## src/rtl/uart_pkg.sv

```systemverilog
// uart_pkg -- shared definitions for the UART receiver and baud generator.
//   rx_state_e    : receiver FSM states
//   BAUD_*        : baud_select rate codes
//   DIV_W         : width of the baud divisor counter
//   baud_rate()   : rate in baud for a code
//   baud_divisor(): clocks per sample tick (16 ticks per bit), rounded
package uart_pkg;

  typedef enum logic [2:0] {
    IDLE,
    START,
    DATA,
    PARITY,
    STOP
  } rx_state_e;

  localparam logic [2:0] BAUD_300    = 3'd0;
  localparam logic [2:0] BAUD_1200   = 3'd1;
  localparam logic [2:0] BAUD_4800   = 3'd2;
  localparam logic [2:0] BAUD_9600   = 3'd3;
  localparam logic [2:0] BAUD_19200  = 3'd4;
  localparam logic [2:0] BAUD_38400  = 3'd5;
  localparam logic [2:0] BAUD_57600  = 3'd6;
  localparam logic [2:0] BAUD_115200 = 3'd7;

  localparam int DIV_W = 24;

  function automatic int unsigned baud_rate(input logic [2:0] code);
    case (code)
      BAUD_300:    return 300;
      BAUD_1200:   return 1200;
      BAUD_4800:   return 4800;
      BAUD_9600:   return 9600;
      BAUD_19200:  return 19200;
      BAUD_38400:  return 38400;
      BAUD_57600:  return 57600;
      default:     return 115200;
    endcase
  endfunction

  // round(clk_hz / (16 * rate)), never below 1 so the counter always wraps
  function automatic int unsigned baud_divisor(input int unsigned clk_hz,
                                               input logic [2:0]  code);
    int unsigned rate;
    int unsigned div;
    rate = baud_rate(code);
    div  = (clk_hz + 8 * rate) / (16 * rate);
    return (div == 0) ? 1 : div;
  endfunction

endpackage

```

## src/rtl/baud_controller.sv

```systemverilog
// baud_controller -- sample-tick generator, 16 ticks per bit.
//   clk         : system clock
//   reset       : synchronous active-high reset
//   baud_select : rate code (see uart_pkg)
//   restart     : restart the divisor from 0 (frame alignment)
//   sample_tick : one-clock strobe every divisor clocks
module baud_controller
  import uart_pkg::*;
#(
  parameter int unsigned CLK_FREQ_HZ = 50_000_000
) (
  input  logic       clk,
  input  logic       reset,
  input  logic [2:0] baud_select,
  input  logic       restart,
  output logic       sample_tick
);

  localparam logic [DIV_W-1:0] DIV_TBL [8] = '{
    DIV_W'(baud_divisor(CLK_FREQ_HZ, 3'd0)),
    DIV_W'(baud_divisor(CLK_FREQ_HZ, 3'd1)),
    DIV_W'(baud_divisor(CLK_FREQ_HZ, 3'd2)),
    DIV_W'(baud_divisor(CLK_FREQ_HZ, 3'd3)),
    DIV_W'(baud_divisor(CLK_FREQ_HZ, 3'd4)),
    DIV_W'(baud_divisor(CLK_FREQ_HZ, 3'd5)),
    DIV_W'(baud_divisor(CLK_FREQ_HZ, 3'd6)),
    DIV_W'(baud_divisor(CLK_FREQ_HZ, 3'd7))
  };

  logic [DIV_W-1:0] cnt;
  logic [DIV_W-1:0] last;

  assign last        = DIV_TBL[baud_select] - DIV_W'(1);
  assign sample_tick = (cnt == last);

  always_ff @(posedge clk) begin
    if (reset || restart) begin
      cnt <= '0;
    end else if (cnt >= last) begin
      cnt <= '0;
    end else begin
      cnt <= cnt + DIV_W'(1);
    end
  end

endmodule

```

## src/rtl/uart_receiver.sv

```systemverilog
// uart_receiver -- 8E1 UART receiver with runtime-selectable baud rate.
//   clk         : system clock, rising edge
//   reset       : synchronous active-high reset
//   baud_select : rate code, latched at each start detection
//   rx_en       : receiver enable; low holds/aborts to idle
//   rx_d        : asynchronous serial input, idle high
//   rx_data     : last received byte
//   rx_valid    : one-clock pulse when rx_data/status update
//   rx_perror   : even-parity error of the last frame
//   rx_ferror   : framing (stop bit) error of the last frame
module uart_receiver
  import uart_pkg::*;
#(
  parameter int unsigned CLK_FREQ_HZ = 50_000_000
) (
  input  logic       clk,
  input  logic       reset,
  input  logic [2:0] baud_select,
  input  logic       rx_en,
  input  logic       rx_d,
  output logic [7:0] rx_data,
  output logic       rx_valid,
  output logic       rx_perror,
  output logic       rx_ferror
);

  rx_state_e  state_q, state_d;
  logic       rx_s1, rx_s2, line_prev;
  logic       line, fall;
  logic [2:0] baud_q;
  logic [3:0] tick_q, tick_d;
  logic [2:0] bit_q, bit_d;
  logic [7:0] shift_q, shift_d;
  logic       perr_q, perr_d;
  logic       done;
  logic       restart;
  logic       sample_tick;

  assign line = rx_s2;
  // Needs a seen-high line before a new start, so a stuck-low line yields one frame only
  assign fall = line_prev & ~line;

  baud_controller #(
    .CLK_FREQ_HZ (CLK_FREQ_HZ)
  ) u_baud (
    .clk         (clk),
    .reset       (reset),
    .baud_select (baud_q),
    .restart     (restart),
    .sample_tick (sample_tick)
  );

  always_ff @(posedge clk) begin
    if (reset) begin
      state_q   <= IDLE;
      rx_s1     <= 1'b1;
      rx_s2     <= 1'b1;
      line_prev <= 1'b1;
      baud_q    <= BAUD_300;
      tick_q    <= '0;
      bit_q     <= '0;
      shift_q   <= '0;
      perr_q    <= 1'b0;
      rx_data   <= '0;
      rx_valid  <= 1'b0;
      rx_perror <= 1'b0;
      rx_ferror <= 1'b0;
    end else begin
      state_q   <= state_d;
      rx_s1     <= rx_d;
      rx_s2     <= rx_s1;
      line_prev <= line;
      tick_q    <= tick_d;
      bit_q     <= bit_d;
      shift_q   <= shift_d;
      perr_q    <= perr_d;
      rx_valid  <= done;
      if (restart) begin
        baud_q <= baud_select;
      end
      if (done) begin
        rx_data   <= shift_q;
        rx_perror <= perr_q;
        rx_ferror <= ~line;
      end
    end
  end

  always_comb begin
    state_d = state_q;
    tick_d  = tick_q;
    bit_d   = bit_q;
    shift_d = shift_q;
    perr_d  = perr_q;
    done    = 1'b0;
    restart = 1'b0;

    case (state_q)
      IDLE: begin
        if (rx_en && fall) begin
          state_d = START;
          tick_d  = '0;
          bit_d   = '0;
          restart = 1'b1;
        end
      end

      START: begin
        if (sample_tick) begin
          if (tick_q == 4'd7) begin
            // Mid start bit: still low means a real frame, else a glitch
            tick_d  = '0;
            state_d = line ? IDLE : DATA;
          end else begin
            tick_d = tick_q + 4'd1;
          end
        end
      end

      DATA: begin
        if (sample_tick) begin
          if (tick_q == 4'd15) begin
            tick_d  = '0;
            shift_d = {line, shift_q[7:1]};
            bit_d   = bit_q + 3'd1;
            if (bit_q == 3'd7) begin
              state_d = PARITY;
            end
          end else begin
            tick_d = tick_q + 4'd1;
          end
        end
      end

      PARITY: begin
        if (sample_tick) begin
          if (tick_q == 4'd15) begin
            tick_d  = '0;
            perr_d  = (^shift_q) ^ line;
            state_d = STOP;
          end else begin
            tick_d = tick_q + 4'd1;
          end
        end
      end

      STOP: begin
        if (sample_tick) begin
          if (tick_q == 4'd15) begin
            // Back to IDLE at mid stop bit so an immediate next start is caught
            tick_d  = '0;
            done    = 1'b1;
            state_d = IDLE;
          end else begin
            tick_d = tick_q + 4'd1;
          end
        end
      end

      default: state_d = IDLE;
    endcase

    if (state_q != IDLE && !rx_en) begin
      state_d = IDLE;
      done    = 1'b0;
    end
  end

endmodule

```

## config.mk

```make
export PLATFORM = sky130hd
export DESIGN_NAME = uart_receiver
export DESIGN_NICKNAME = d
export VERILOG_FILES = /design/src/rtl/uart_pkg.sv /design/src/rtl/baud_controller.sv /design/src/rtl/uart_receiver.sv
export SDC_FILE = /design/constraint.sdc
export NUM_CORES = 1
export LEC_CHECK = 0
export CAP_MARGIN = 10
export CORE_MARGIN = 3
export CORE_UTILIZATION = 29
export CTS_CLUSTER_DIAMETER = 60
export DETAILED_ROUTE_END_ITERATION = 10
export HOLD_SLACK_MARGIN = 0.15
export PLACE_DENSITY_LB_ADDON = 0.05
export SLEW_MARGIN = 20
export SYNTH_ARGS = -nofsm -noshare
export SYNTH_HDL_FRONTEND = slang
export SYNTH_SLANG_ARGS = --single-unit
```

## constraint.sdc

```tcl
create_clock -name clk -period 4.39 [get_ports clk]
set_input_delay 0.439 -clock clk [delete_from_list [all_inputs] [get_ports clk]]
set_output_delay 0.439 -clock clk [all_outputs]
set_load 0.02 [all_outputs]
```

[Yosys cells after proc, flatten, opt, wreduce, memory -nomap -nowiden]
Memory sizes are Yosys's and may differ from the RTL's.
Index checks and enable logic that the tools add are counted.
Operators by class
  add/subtract/negate cells: 4
  $lt $le $gt $ge: 2
  equality and inequality tests: 19
  mux-type cells: 30
  bitwise gates (word level): 4
  reductions and logical operators: 17
Operator list (number)
  $mux 24: 2
  $mux 3: 13
  $add 24x1->24 const B: 1
  $eq 24x24->1: 1
  $ge 24x24->1: 1
  $sub 24x1->24 const B: 1
  $mux 4: 5
  $ne 2x2->1 const B: 10
  $pmux 3 s5: 1
  $pmux 4 s3: 1
  $reduce_and 10->1: 1
  $reduce_and 4->1: 2
  $reduce_xor 8->1: 1
  $eq 3x2->1 const B: 2
  $eq 3x3->1 const B: 2
  $mux 1: 6
  $pmux 3 s2: 1
  $reduce_and 3->1: 2
  $reduce_bool 3->1: 2
  $add 4x1->4 const B: 1
  $eq 4x3->1 const B: 1
  $eq 4x4->1 const B: 1
  $ge 4x4->1 const B: 1
  $not 3->4: 1
  other kinds (14): 16
Word-level totals
  flip-flop bits (word level): 60
  memory bits (read-only): 192
  input port bits: 7
  logic and storage cells: 91
  memories kept: 1
Memories
  (name not given): depth 8, bits a word 24, rd ports 1, clocked after Yosys merged registers in 0, write ports 0, line baud_controller.sv:33  | assign last = DIV_TBL[baud_select] - DIV_W'(1);

[Depth between registers and ports, before layout]
Gate-level depths: netlist (run 1).
  word-level depth: 9
  depth in mapped cells: 16
  depth with buffers taken out: 15

[Modules after synthesis]
From an unflattened synthesis (run 1), not the netlist that was laid out.
Unflattened totals
  cells, all modules: 335
  area, all modules: 3319.4 um2
Modules (own cells, without submodules)
  baud_controller: times used 1, cells each 166, area each 1711.6 um2
  uart_receiver: times used 1, cells each 169, area each 1607.8 um2

[Worst setup path after synthesis (run 1)]
No wires, ideal clock.
  kind: register -> register
  start point: reg baud_q[0]
  end point: reg u_baud.cnt[10]
  setup time: 117 ps
  arrival: 3355 ps
  required time: 4273 ps
  slack: 918 ps
  stages on the path, launching flop included: 13
  buffers on the path: 1
  cells stage by stage: dfxtp_1 -> inv_1 -> ha_1 -> or4b_2 -> nor3_1 -> a21oi_1 -> ha_1 -> nand4bb_4 -> nor3_4 -> o21ai_0 -> o22ai_1 -> buf_4 -> nor3_1
On the way
  longest elaborated chain between the ends: 7
Ends and longest elaborated chain
  start: declaration: line uart_receiver.sv:30  | logic [2:0] baud_q;
  start signal: assignment: line uart_receiver.sv:79  | baud_q <= baud_select;
  $not 3->4 (implied by the code): line baud_controller.sv:33
  $mem_v2 8x24
  $mux 24 (implied by the code) (2 in series): line baud_controller.sv:33
  $sub 24x1->24: line baud_controller.sv:33
  $ge 24x24->1: line baud_controller.sv:39  | end else if (cnt >= last) begin
  $reduce_or 2->1 (no line)
  end signal: assignment: line baud_controller.sv:42  | cnt <= cnt + DIV_W'(1);
  end: declaration: line baud_controller.sv:30  | logic [DIV_W-1:0] cnt;
No other way between the ends. The select of a mux whose other input is x is not followed.
A chain may end at the register's enable or synchronous reset.

[Final worst setup path (run 1)]
  start point: reg baud_q[0]
  end point: reg state_q[2]
On the way
  longest elaborated chain between the ends: 8
  elaborated cells on any way between the ends: 11
  classes of those cells: add/sub: 1; eq/ne: 5; mux: 2; bitwise: 1; reduce/logical: 1; memory: 1
Ends and longest elaborated chain
  $not 3->4 (implied by the code) (*): line baud_controller.sv:33
  $mem_v2 8x24 (*)
  $mux 24 (implied by the code) (*) (2 in series): line baud_controller.sv:33
  $sub 24x1->24 (*): line baud_controller.sv:33
  $eq 24x24->1 (*): line baud_controller.sv:34  | assign sample_tick = (cnt == last);
  $ne 2x2->1 (no line)
  $reduce_and 10->1 (no line) (*)
  end signal: assignment: line uart_receiver.sv:69  | state_q <= state_d;
  end: declaration: line uart_receiver.sv:27  | rx_state_e state_q, state_d;
Mark *: on every way between the ends. The rest lies on a longest branch, timed or not. The select of a mux whose other input is x is not followed.

==> results.toml, run 1 <==
[logic_synthesis]
syn_inst = 351
seq_area_frac_synth_pct = 37.5
synth-async-reset-ratio_pct = 0
ys_seq_elements = 60
yosysUniqueCellTypes = 53
yosysWarnings = 0
synth_top_cell_by_area = "dfxtp_1"
syn_area_um2 = 3200
synth_xor_area_share_pct = 7.81
synth-adder-area-share_pct = 10.5
synth_flop_cell = "dfxtp_1"
synth_mux_area_share_pct = 7.61
synth-edff-count = 0
synth_area_leaders = "dfxtp_1 37%, ha_1 10%, mux2i_1 6.6%"
synth_top_family_by_area = "simple AND/OR/NAND/NOR gates"
synth_top_cell_area_share_pct = 37.5
synthSimpleGateAreaFrac_pct = 22.6
syn_avg_cell_area_um2 = 9.13
synth_compound_area_share_pct = 10.4

[worst_setup_path]
cp.arrival_ns = 4.34
cp-start-kind = "flop"
ff2ff_path_depth = 12
r2r-start = "baud_q[0]$_SDFFE_PP0P_"
worstSetupEndpointType = "flop"
rrSetupSlack_ns = 0.31
cp-startpoint = "baud_q[0]$_SDFFE_PP0P_"
cp_max_fo = 9
critical_path_class = "reg2reg"
r2r_end = "state_q[2]$_SDFFE_PP0P_"
cp.required_ns = 4.65

[detailed_routing]
wl_per_cell_um = 13.7
vias_per_cell = 4.75
ant_nets = 0
vias = 2465
drcViolationCount = 0
drt-total-wl_um = 7100
drtPass1Iterations = 4
drt_iter0_markers = 78

[global_route]
grt_pass1_wl_um = 12100
first_global_vias = 2383
grt_max_degree = 36
antenna_found_initial = 0
track_usage_pct = 12.2
overflow = 0

[pwr]
p_sw_uw = 254
power_density_nw_per_um2 = 300
leakage_uw = 0.00149
clkPwrFrac_pct = 47.0
sequentialPowerShare_pct = 49.1
power_frac_comb_pct = 3.9
ir_drop_uv = 157
p_int_uw = 875
swShare_pct = 22.5

[sta]
relSlewSlack_pct = 56.3
worst_pin_slew_ns = 0.655
final-max-slew-violation-count = 0
fin_tns_setup_ns = 0
clock_skew_ns = 0.0129
rsz0062_at_grt = "false"
layout_min_cycle_time_ns = 4.08
fmax_mhz = 245
fin_crit_sh_pct = 92.9
hold_viol_final = 0
setup_violations = 0

[clocking]
ctsHoldBuffers = 0
htreeDepth = 3
insertion_delay_ns = 0.35
clockBufferDepth = 2
cts_tree = "done"
ctsResizeCount = 0
cts_made_buffers = 9
clkTransAtPathRegs_ns = 0.07
cts-root-buf = "clkbuf_8"
cts.sinks = 60
postCtsSetupBuffers = 0

[worst_hold_path]
worst_hold_path_type = "reg2reg"
hold_depth = 1
hold_start = "rx_s1$_SDFF_PP1_"
min_to = "line$_SDFF_PP1_"

[status]
run_status = "complete, no violations"

[cells_and_area]
area.growth.synth_to_final_pct = 17.6
final-instance-count-excl-fill = 519
antennaDiodeCount = 0
drive_gt1_share_pct = 9.14
nets = 412

[die]
start_util_pct = 30.4
pin_count = 18
die_area_um2 = 12300
die_y_um = 111
rows = 37
coreArea_um2 = 10600
die_w_um = 111

[placed_design]
port_buffers = 17
dpl.hpwl_um = 5080
numPlacedInstances = 504
place.gp.congestion = 0.830

[job]
drv_cap = 0
[how the worst max path moves through the flow]
stage                                     end  slack (ns)  cells past startpoint
detailed placement    state_q[2]$_SDFFE_PP0P_        0.33                     12
global placement      state_q[0]$_SDFFE_PP0P_        0.34                     12
CTS                   state_q[2]$_SDFFE_PP0P_        0.31                     12
finish                state_q[2]$_SDFFE_PP0P_        0.31                     12
floorplan           u_baud.cnt[10]$_SDFF_PP0_        0.92                     12
global route          state_q[1]$_SDFFE_PP0P_        0.08                     12
[cells in the final DEF (no fill, tap or decap), types with 3 or more instances in the layout]
master,n
dfxtp_1,60
nor2_1,34
nand2_1,32
ha_1,26
nor3_1,21
mux2i_1,21
clkdlybuf4s50_1,17
a21oi_1,16
xnor2_1,15
clkbuf_8,12
xor2_1,11
o21ai_0,10
conb_1,9
nand3_1,8
inv_1,7
and3_1,6
nand4_1,6
a21o_1,6
buf_4,6
or2_2,5
nand3b_1,4
and4_1,4
mux2_2,3
nor4_1,3
nand4b_1,3
a31oi_1,3
o211ai_1,3
[flip-flops by register name, summed over array words and instances, names as in the netlist]
register / count
rx_perror: 1
perr_q: 1
bit_q: 3
rx_data: 8
state_q: 3
rx_valid: 1
line: 1
rx_s1: 1
rx_ferror: 1
baud_q: 3
u_baud.cnt: 24
shift_q: 8
tick_q: 4
line_prev: 1
[power groups by stage]
stage / Clock [uW] / Combinational [uW] / Sequential (uW)
6_report: 531 / 43.8 / 554
5_1_grt: 575 / 49.5 / 555
4_1_cts: 557 / 44.5 / 554
3_5_place_dp: 0 / 44.2 / 567
3_3_place_gp: 0 / 45.0 / 567
2_1_floorplan: 0 / 30.7 / 565
[worst max-delay path, cell delays in order (launching register included)]
cell	delay (ns)
dfxtp_1	0.51
inv_1	0.17
ha_1	0.26
or4b_2	0.69
nor3_1	0.46
a21oi_1	0.14
ha_1	0.33
nand4_1	0.18
nor3_4	0.36
buf_4	0.19
a21oi_1	0.12
or3_4	0.41
o21ai_0	0.16
[synth_stat cells (2+ instances only)]
cell	count
nor3_1	21
mux2i_1	21
nand3b_1	4
o21ai_0	10
a41oi_1	2
o31a_1	2
xor2_1	11
mux2_2	3
inv_1	7
clkbuf_1	5
buf_2	5
nor2_1	34
xnor2_1	15
and3_1	6
nor2b_1	2
dfxtp_1	60
nand4_1	6
nand2_1	32
or2_2	5
nor4_1	3
o211ai_1	3
buf_4	3
nand4b_1	3
nand3_1	8
a21oi_1	16
and4_1	4
a31oi_1	3
o21a_1	2
a21o_1	6
ha_1	26
[metrics by stage]
step                utilization [%]  hold WS (ns)  total power (uW)  worst slack [ns]  area (um2)
CTS                            35.7         0.413              1160             0.314        3770
global route                   35.7         0.426              1180            0.0757        3770
finish                         35.7         0.410              1130             0.313        3770
global placement               33.7         0.390               612             0.337        3560
floorplan                         -         0.389               596             0.918        3230
detailed placement             33.7         0.395               611             0.327        3560
[routing by layer]
| metal | track usage (%) | vias up | part of all wire (%) |
|---|---|---|---|
| met2 | 17.6 | 25 | 42 |
| li1 | - | 1292 | - |
| met5 | 0 | - | 0 |
| met1 | 16.8 | 1137 | 53 |
| met4 | 4.62 | 0 | 1.7 |
| met3 | 3.77 | 11 | 3.1 |
[cells by family after synthesis]
group,count (synthesis)
AO/OA/AOI/OAI,52
XOR/XNOR,27
adder cells (fa/ha/maj),27
buffers and inverters,23
flip-flops,60
multiplexers,24
other,1
AND/OR/NAND/NOR,137
[final cells by class]
cell class	count	area [um2]
repair buffers	24	235
inverters	8	30.0
clock buffers	12	165
fillers	1095	6790
clock inverters	3	45.0
flip-flops and latches	60	1200
well taps	136	170
multi-input cells	276	1920
Power figures use the tool's default switching activity.
==> run 2: changes to the inputs <==
Settings changed: CORE_ASPECT_RATIO set to 1.75.
==> run 2 against run 1 <==
Flip-flop and latch count did not move. Maximum frequency rose by 2.7%. Global-route usage rose by 1.1 points. Largest cell class unchanged. Highest routed layer unchanged.
==> results.toml, run 2 (synthesis results as in run 1) <==
[die]
die_area_um2 = 12400
start_util_pct = 29.8
die_y_um = 145
rows = 50
die_w_um = 85.5
pin_count = 18
coreArea_um2 = 10800

[clocking]
insertion_delay_ns = 0.33
cts_tree = "done"
htreeDepth = 3
ctsHoldBuffers = 0
cts_made_buffers = 9
cts-root-buf = "clkbuf_16"
cts.sinks = 60
clockBufferDepth = 2
clkTransAtPathRegs_ns = 0.05

[cells_and_area]
area.growth.synth_to_final_pct = 20.1
nets = 411
layout_common_cells = "60 x dfxtp_1, 34 x nor2_1, 32 x nand2_1"
largest_reg_flops = 24
num-fill-cells = 1147
drive_gt1_share_pct = 9.40
antennaDiodeCount = 0
final_core_util_pct = 35.8
fin_area_um2 = 3850
layout_commonest_cell = "dfxtp_1"
reg.largest.list = "u_baud.cnt x24, rx_data x8, shift_q x8"
regMostFlops = "u_baud.cnt"

[pwr]
ir_drop_uv = 195
leakage_uw = 0.00152
power_density_nw_per_um2 = 339

[placed_design]
port_buffers = 17
place.gp.congestion = 0.750
placed_area_um2 = 3540
dpl.hpwl_um = 5670
post-place-ws_ns = 0.229

[sta]
hold_viol_final = 0
fmax_mhz = 252
clock_skew_ns = 0.00611
final-max-slew-violation-count = 0
relSlewSlack_pct = 57.2
holdWs_ns = 0.405
fin_tns_setup_ns = 0
setup_violations = 0
layout_min_cycle_time_ns = 3.97
setup_slack_ns = 0.420
fin_crit_sh_pct = 90.4
worst_pin_slew_ns = 0.640
rsz0062_at_grt = "false"

[detailed_routing]
drt-total-wl_um = 7690
drcViolationCount = 0
vias_per_cell = 4.92
drtPass1Iterations = 5
drt_iter0_markers = 75
vias = 2524
ant_nets = 0
wl_per_cell_um = 15.0

[worst_setup_path]
cp.required_ns = 4.60
worstSetupEndpointType = "flop"
ff2ff_path_depth = 12
critical_path_class = "reg2reg"
cp-start-kind = "flop"
cp_max_fo = 10
cp.arrival_ns = 4.18

[global_route]
antenna_found_initial = 0
overflow = 0
first_global_vias = 2522
grt_max_degree = 37
grt_pass1_wl_um = 12600
track_usage_pct = 13.2

[worst_hold_path]
hold_depth = 1
worst_hold_path_type = "reg2reg"

[status]
run_status = "complete, no violations"

[job]
drv_cap = 0
[run 2: cell count changes in the layout (fill, tap and decap cells not counted), sizes merged]
cell | previous run | this run
clkbuf | 12 | 9
buf | 7 | 6
inv | 7 | 8
clkinv | 1 | 4
[run 2: per-layer routing]
layer | GRT usage (%) | share of wire [%]
met5 | 0 | 0
met4 | 6.26 | 2.5
met3 | 3.64 | 2.9
met2 | 24.5 | 56
met1 | 13.2 | 39
[run 2: per-stage QoR]
step | total power [uW] | std cells
after floorplan | 596 | 359
after global placement | 612 | 497
after detailed placement | 612 | 497
after CTS | 1330 | 513
after global routing | 1360 | 513
final | 1300 | 513
[run 2: layout make-up]
type / count / area (um2) / share of cell area (%)
Clock buffer: 9 / 225 / 5.85
Clock inverter: 7 / 76.3 / 1.98
Inverter: 8 / 30.0 / 0.780
Multi-Input combinational cell: 276 / 1930 / 50.0
Sequential cell: 60 / 1200 / 31.2
Tap cell: 130 / 163 / 4.22
Timing Repair Buffer: 23 / 228 / 5.91
[run 2: report_power, final]
| part | internal, uW | total, uW | switching, uW |
|---|---|---|---|
| Clock | 441 | 706 | 264 |
| Combinational | 19.3 | 44.1 | 24.8 |
| Sequential | 551 | 555 | 3.93 |
| Total | 1010 | 1300 | 293 |
[run 2: what timing repair did]
action,4_1_cts,5_1_grt
buffers inserted,0,0
resized for setup,0,1
setup endpoints to repair,0,9
[run 2: worst max-delay path: stages, from the launching register on]
cell and delay [ns]:
dfxtp_1 0.48, inv_1 0.16, ha_1 0.25, or4b_2 0.68, nor3_2 0.30, a21oi_1 0.14, ha_1 0.32, nand4_1 0.19
nor3_4 0.45, and4_1 0.46, buf_12 0.18, mux2i_1 0.19, nor2_1 0.05
[run 2: worst paths after layout]
kind / end / from / slack [ns]
worst min register to register: line$_SDFF_PP1_ / rx_s1$_SDFF_PP1_ / 0.40
worst max-delay path: shift_q[4]$_SDFFE_PP0P_ / baud_q[0]$_SDFFE_PP0P_ / 0.42
worst max register to register: shift_q[4]$_SDFFE_PP0P_ / baud_q[0]$_SDFFE_PP0P_ / 0.42
worst min-delay path: line$_SDFF_PP1_ / rx_s1$_SDFF_PP1_ / 0.40
